[config.mk]
export PLATFORM = sky130hd
export DESIGN_NAME = pe_feeder
export DESIGN_NICKNAME = d
export VERILOG_FILES = /design/src/rtl/pe_feeder.sv
export SDC_FILE = /design/constraint.sdc
export NUM_CORES = 1
export LEC_CHECK = 0
export ABC_CLOCK_PERIOD_IN_PS = 7050
export CORE_AREA = 3 3 268 270
export CTS_BUF_LIST = sky130_fd_sc_hd__clkbuf_8 sky130_fd_sc_hd__clkbuf_16
export CTS_CLUSTER_SIZE = 16
export DETAILED_ROUTE_END_ITERATION = 12
export DIE_AREA = 0 0 271 273
export PLACE_DENSITY = 0.41
export SLEW_MARGIN = 20
export SYNTH_ARGS = -nofsm -noshare
export SYNTH_HDL_FRONTEND = slang
export SYNTH_SLANG_ARGS = --single-unit
[constraint.sdc]
create_clock -name clk -period 7.05 [get_ports clk]
set_input_delay 1.41 -clock clk [delete_from_list [all_inputs] [get_ports clk]]
set_output_delay 1.41 -clock clk [all_outputs]
set_load 0.005 [all_outputs]
[src/rtl/pe_feeder.sv]
// pe_feeder: sequences operand-buffer reads into a PE, adds a bias and hands back the result
module pe_feeder #(
   parameter int LEN_W   = 8,
   parameter int ADDR_W  = 10,
   parameter int PE_LAT  = 6,
   parameter int ACC_LAT = 2
) (
   input  logic              clk,
   input  logic              rst,
   input  logic              start,
   input  logic [LEN_W-1:0]  len,
   input  logic [ADDR_W-1:0] w_base,
   input  logic [ADDR_W-1:0] x_base,
   input  logic [31:0]       bias,
   output logic              busy,
   output logic              w_rd_en,
   output logic              x_rd_en,
   output logic [ADDR_W-1:0] w_rd_addr,
   output logic [ADDR_W-1:0] x_rd_addr,
   input  logic [127:0]      w_rd_data,
   input  logic [127:0]      x_rd_data,
   output logic              pe_clr,
   output logic              pe_vld,
   output logic [127:0]      pe_a,
   output logic [127:0]      pe_b,
   output logic              pe_bias_add,
   output logic [31:0]       pe_bias_val,
   input  logic [31:0]       pe_out,
   output logic [31:0]       res_data,
   output logic              res_vld,
   input  logic              res_rdy
);
   localparam int CW = (LEN_W > $clog2(PE_LAT + ACC_LAT + 2)) ? LEN_W : $clog2(PE_LAT + ACC_LAT + 2);
   typedef enum logic [2:0] {IDLE, CLEAR, FETCH, DRAIN, BIAS, BWAIT, OUT} state_t;
   state_t            state, state_nxt;
   logic [CW-1:0]     cnt, cnt_nxt;
   logic [LEN_W-1:0]  len_q;
   logic [ADDR_W-1:0] w_base_q, x_base_q;
   logic [31:0]       bias_q;
   logic              fetch;
   // next-state, shared phase counter and all state-decoded outputs
   always_comb begin
      state_nxt   = state;
      cnt_nxt     = cnt;
      unique case (state)
         IDLE:    if (start) begin state_nxt = CLEAR; cnt_nxt = '0; end
         CLEAR:   begin state_nxt = (len_q != '0) ? FETCH : BIAS; cnt_nxt = '0; end
         FETCH:   if (cnt + CW'(1) == CW'(len_q)) begin state_nxt = DRAIN; cnt_nxt = '0; end
                  else cnt_nxt = cnt + CW'(1);
         DRAIN:   if (cnt == CW'(PE_LAT)) begin state_nxt = BIAS; cnt_nxt = '0; end
                  else cnt_nxt = cnt + CW'(1);
         BIAS:    begin state_nxt = BWAIT; cnt_nxt = '0; end
         BWAIT:   if (cnt == CW'(ACC_LAT - 1)) begin state_nxt = OUT; cnt_nxt = '0; end
                  else cnt_nxt = cnt + CW'(1);
         OUT:     if (res_rdy) state_nxt = IDLE;
         default: begin state_nxt = IDLE; cnt_nxt = '0; end
      endcase
      fetch       = state == FETCH;
      busy        = state != IDLE;
      w_rd_en     = fetch;
      x_rd_en     = fetch;
      w_rd_addr   = fetch ? w_base_q + ADDR_W'(cnt) : '0;
      x_rd_addr   = fetch ? x_base_q + ADDR_W'(cnt) : '0;
      pe_clr      = state == CLEAR;
      pe_bias_add = state == BIAS;
      pe_bias_val = (state == BIAS) ? bias_q : '0;
      res_vld     = state == OUT;
      pe_a        = pe_vld ? w_rd_data : '0;
      pe_b        = pe_vld ? x_rd_data : '0;
   end
   // state, job latches, read-data valid delay and result capture
   always_ff @(posedge clk) begin
      if (rst) begin
         state    <= IDLE;
         cnt      <= '0;
         len_q    <= '0;
         w_base_q <= '0;
         x_base_q <= '0;
         bias_q   <= '0;
         pe_vld   <= 1'b0;
         res_data <= '0;
      end else begin
         state  <= state_nxt;
         cnt    <= cnt_nxt;
         pe_vld <= fetch;
         if (state == IDLE && start) begin
            len_q    <= len;
            w_base_q <= w_base;
            x_base_q <= x_base;
            bias_q   <= bias;
         end
         if (state == BWAIT && state_nxt == OUT) res_data <= pe_out;
      end
   end
endmodule
==> results.cfg <==
[outcome]
run_status = complete, no violations

[logic_synthesis]
synthAdderAreaFrac_pct = 3.954
seq_area_frac_synth_pct = 29.63
synth-simple-area-share_pct = 43.94
yosysUniqueCellTypes = 56
yosys_warnings = 0
synth_top_cell_area_share_pct = 29.63
synth_edf_count = 0
async_flop_share_pct = 0
yosysTopAreaCell = dfxtp_1
synthTopCellsByArea = dfxtp_1, and2_1, nand2_1
ys.flop_type = dfxtp_1
synthMostInstantiatedCell = and2_1
synth_fp_nets = 1352
synth_compound_area_share_pct = 14.44
syn_area_per_cell_um2 = 7.176
netlist_area_um2 = 7025
synth_xor_area_share_pct = 2.119
muxShareOfSynthArea_pct = 0.2850
synthTopCellsByCount = and2_1, nand2_1, a21oi_1
synth_top_family_by_area = simple AND/OR/NAND/NOR gates
ys_ff_latch = 104
postSynthCellCount = 979

[critical_path]
worstPathRequired_ps = 5640
r2r-start = state[1]
r2r_end = cnt[2]
r2r_slack_ps = 4280
arrival_ps = 3590
worstSetupStartpointType = flip-flop
worstPathMaxFanout = 18
crit_end = x_rd_addr[5]
endpoint_kind = primary output
cp-startpoint = state[1]
path_class = reg -> out
r2r_cells = 5

[clock_tree]
post_cts_buffers = 0
cts_tree = yes
clk_pin_slew_ps = 80
ctsHoldBuffers = 0
clock_latency_ps = 380
cts_made_buffers = 9
cts.sinks = 104
cts_resized = 0
cts_root_buf = clkbuf_16
cts_buffer_depth = 2
h-tree-depth = 3

[global_route]
antenna_found_initial = 109
grt_max_degree = 113
grtUsageTotal_pct = 18.21
grt_pass1_vias = 9760
overflow = 0
grt_first_pass_wirelength_mm = 90.33

[layout]
stdcell_count = 2603
synthToLayoutAreaGrowth_pct = 118.0
nets = 1994
drive_gt1_share_pct = 3.075
fin_area_um2 = 15320

[floorplanning]
rows = 97
fp.dieW_um = 271
io_pins = 699
fp.dieH_um = 273
core-area_um2 = 69790
dieArea_um2 = 73980
initial_core_util_pct = 10.07

[hold_path]
min-delay-start = bias_q[12]
min_path_type = reg -> reg
hold_depth = 2

[flow_run]
cap_violations = 0

[placement]
numPortBuffers = 698
post_dp_cell_area_um2 = 14910
dp.cells = 2550
gp_congestion = 0.9307
dpl.hpwl_mm = 63.43

[sta]
rsz0062_at_grt = no
drv_slew = 0
whs_ps = 452.2
fin_tns_setup_ps = 0
relSlewSlack_pct = 37.53
skew_ps = 15.10
fin_crit_sh_pct = 70.97
setup_viol = 0
worstMarginPinSlew_ps = 937.0
period_needed_ps = 5003
fmax_mhz = 199.9
hold_viol_final = 0

[routing]
first_iter_violations = 440
wl_per_cell_um = 27.25
drc = 0
drt.antenna.violating_nets = 0
vias = 9744
drt_wl_total_mm = 70.94
drt_pass1_iterations = 5
via_per_inst = 3.743

[power]
power_w = 0.002735
irDropWorstVdd_v = 0.0001102
p_per_area_nw_per_um2 = 178.6
p_leak_nw = 5.416
## layout make-up
cell class | count | area (µm²)
Antenna cell | 37 | 92.59
Clock buffer | 9 | 225.2
Clock inverter | 7 | 87.58
Fill cell | 7790 | 54470
Inverter | 14 | 52.55
Multi-Input combinational cell | 786 | 4554
Sequential cell | 104 | 2086
Tap cell | 940 | 1176
Timing Repair Buffer | 706 | 7044
## flip-flops by register name, indices dropped and copies added (netlist names)
register	cells
bias_q	32
x_base_q	10
len_q	8
w_base_q	10
pe_vld	1
res_data	32
cnt	8
state	3
## kinds of logic (layout without fill, tap and decap cells)
group / after synthesis / count (layout)
compound gates: 171 / 171
xor+xnor: 17 / 17
fa+ha+maj: 21 / 21
buf+inv: 89 / 736
flops: 104 / 104
mux: 2 / 2
other cells: 0 / 37
simple gates: 575 / 575
## worst min path at each step
stage / endpoint / slack, ps
finish: bias_q[12] / 450
global route: bias_q[19] / 470
CTS: bias_q[12] / 460
detailed placement: bias_q[12] / 440
global placement: bias_q[30] / 440
floorplan: bias_q[0] / 430
## report_power, final
| group | total (W) | internal (W) | leakage (nW) | switching, W |
|---|---|---|---|---|
| logic | 0.00139 | 0.000695 | 4.42 | 0.000691 |
| clock network | 0.000562 | 0.000284 | 0.151 | 0.000279 |
| registers | 0.000787 | 0.000679 | 0.848 | 0.000108 |
## cell usage in the layout (no fill, tap or decap), types with 4 or more instances in the layout
cell type / instances
a21oi_1: 108
o32ai_1: 4
buf_4: 9
ha_1: 19
xnor2_1: 12
nand4_1: 7
xor2_1: 5
dfxtp_1: 103
nor3_1: 5
clkbuf_16: 9
a21o_1: 9
nand2_1: 197
nor3b_1: 4
a21oi_2: 7
clkdlybuf4s50_1: 697
a31oi_1: 7
o21ai_0: 15
nand2b_1: 7
nor2_1: 20
inv_1: 14
or3_1: 7
diode_2: 37
and2_1: 293
nand3_1: 9
## stage by stage
step | util (%) | setup WS [ps]
floorplan | - | 3486
global placement | 21.37 | 2507
detailed placement | 21.37 | 2407
CTS | 21.82 | 1956
global route | 21.87 | 1841
finish | 21.95 | 2047
## per-layer routing
| layer | vias up | wire, µm | global-route usage (%) |
|---|---|---|---|
| met3 | 146 | 11110 | 12.69 |
| met4 | 52 | 1724 | 4.671 |
| met2 | 551 | 34230 | 32.00 |
| met5 | - | 347 | 0 |
| li1 | 4504 | - | - |
| met1 | 4491 | 23520 | 17.17 |
## critical path, cell delays in order, from the launching register on
cell and delay [ps]:
dfxtp_1 540, inv_1 120, or3_1 750, inv_1 790, o21ai_0 190, a21oi_1 200, clkdlybuf4s50_1 600
No activity file was read; power rests on OpenSTA's default activity.
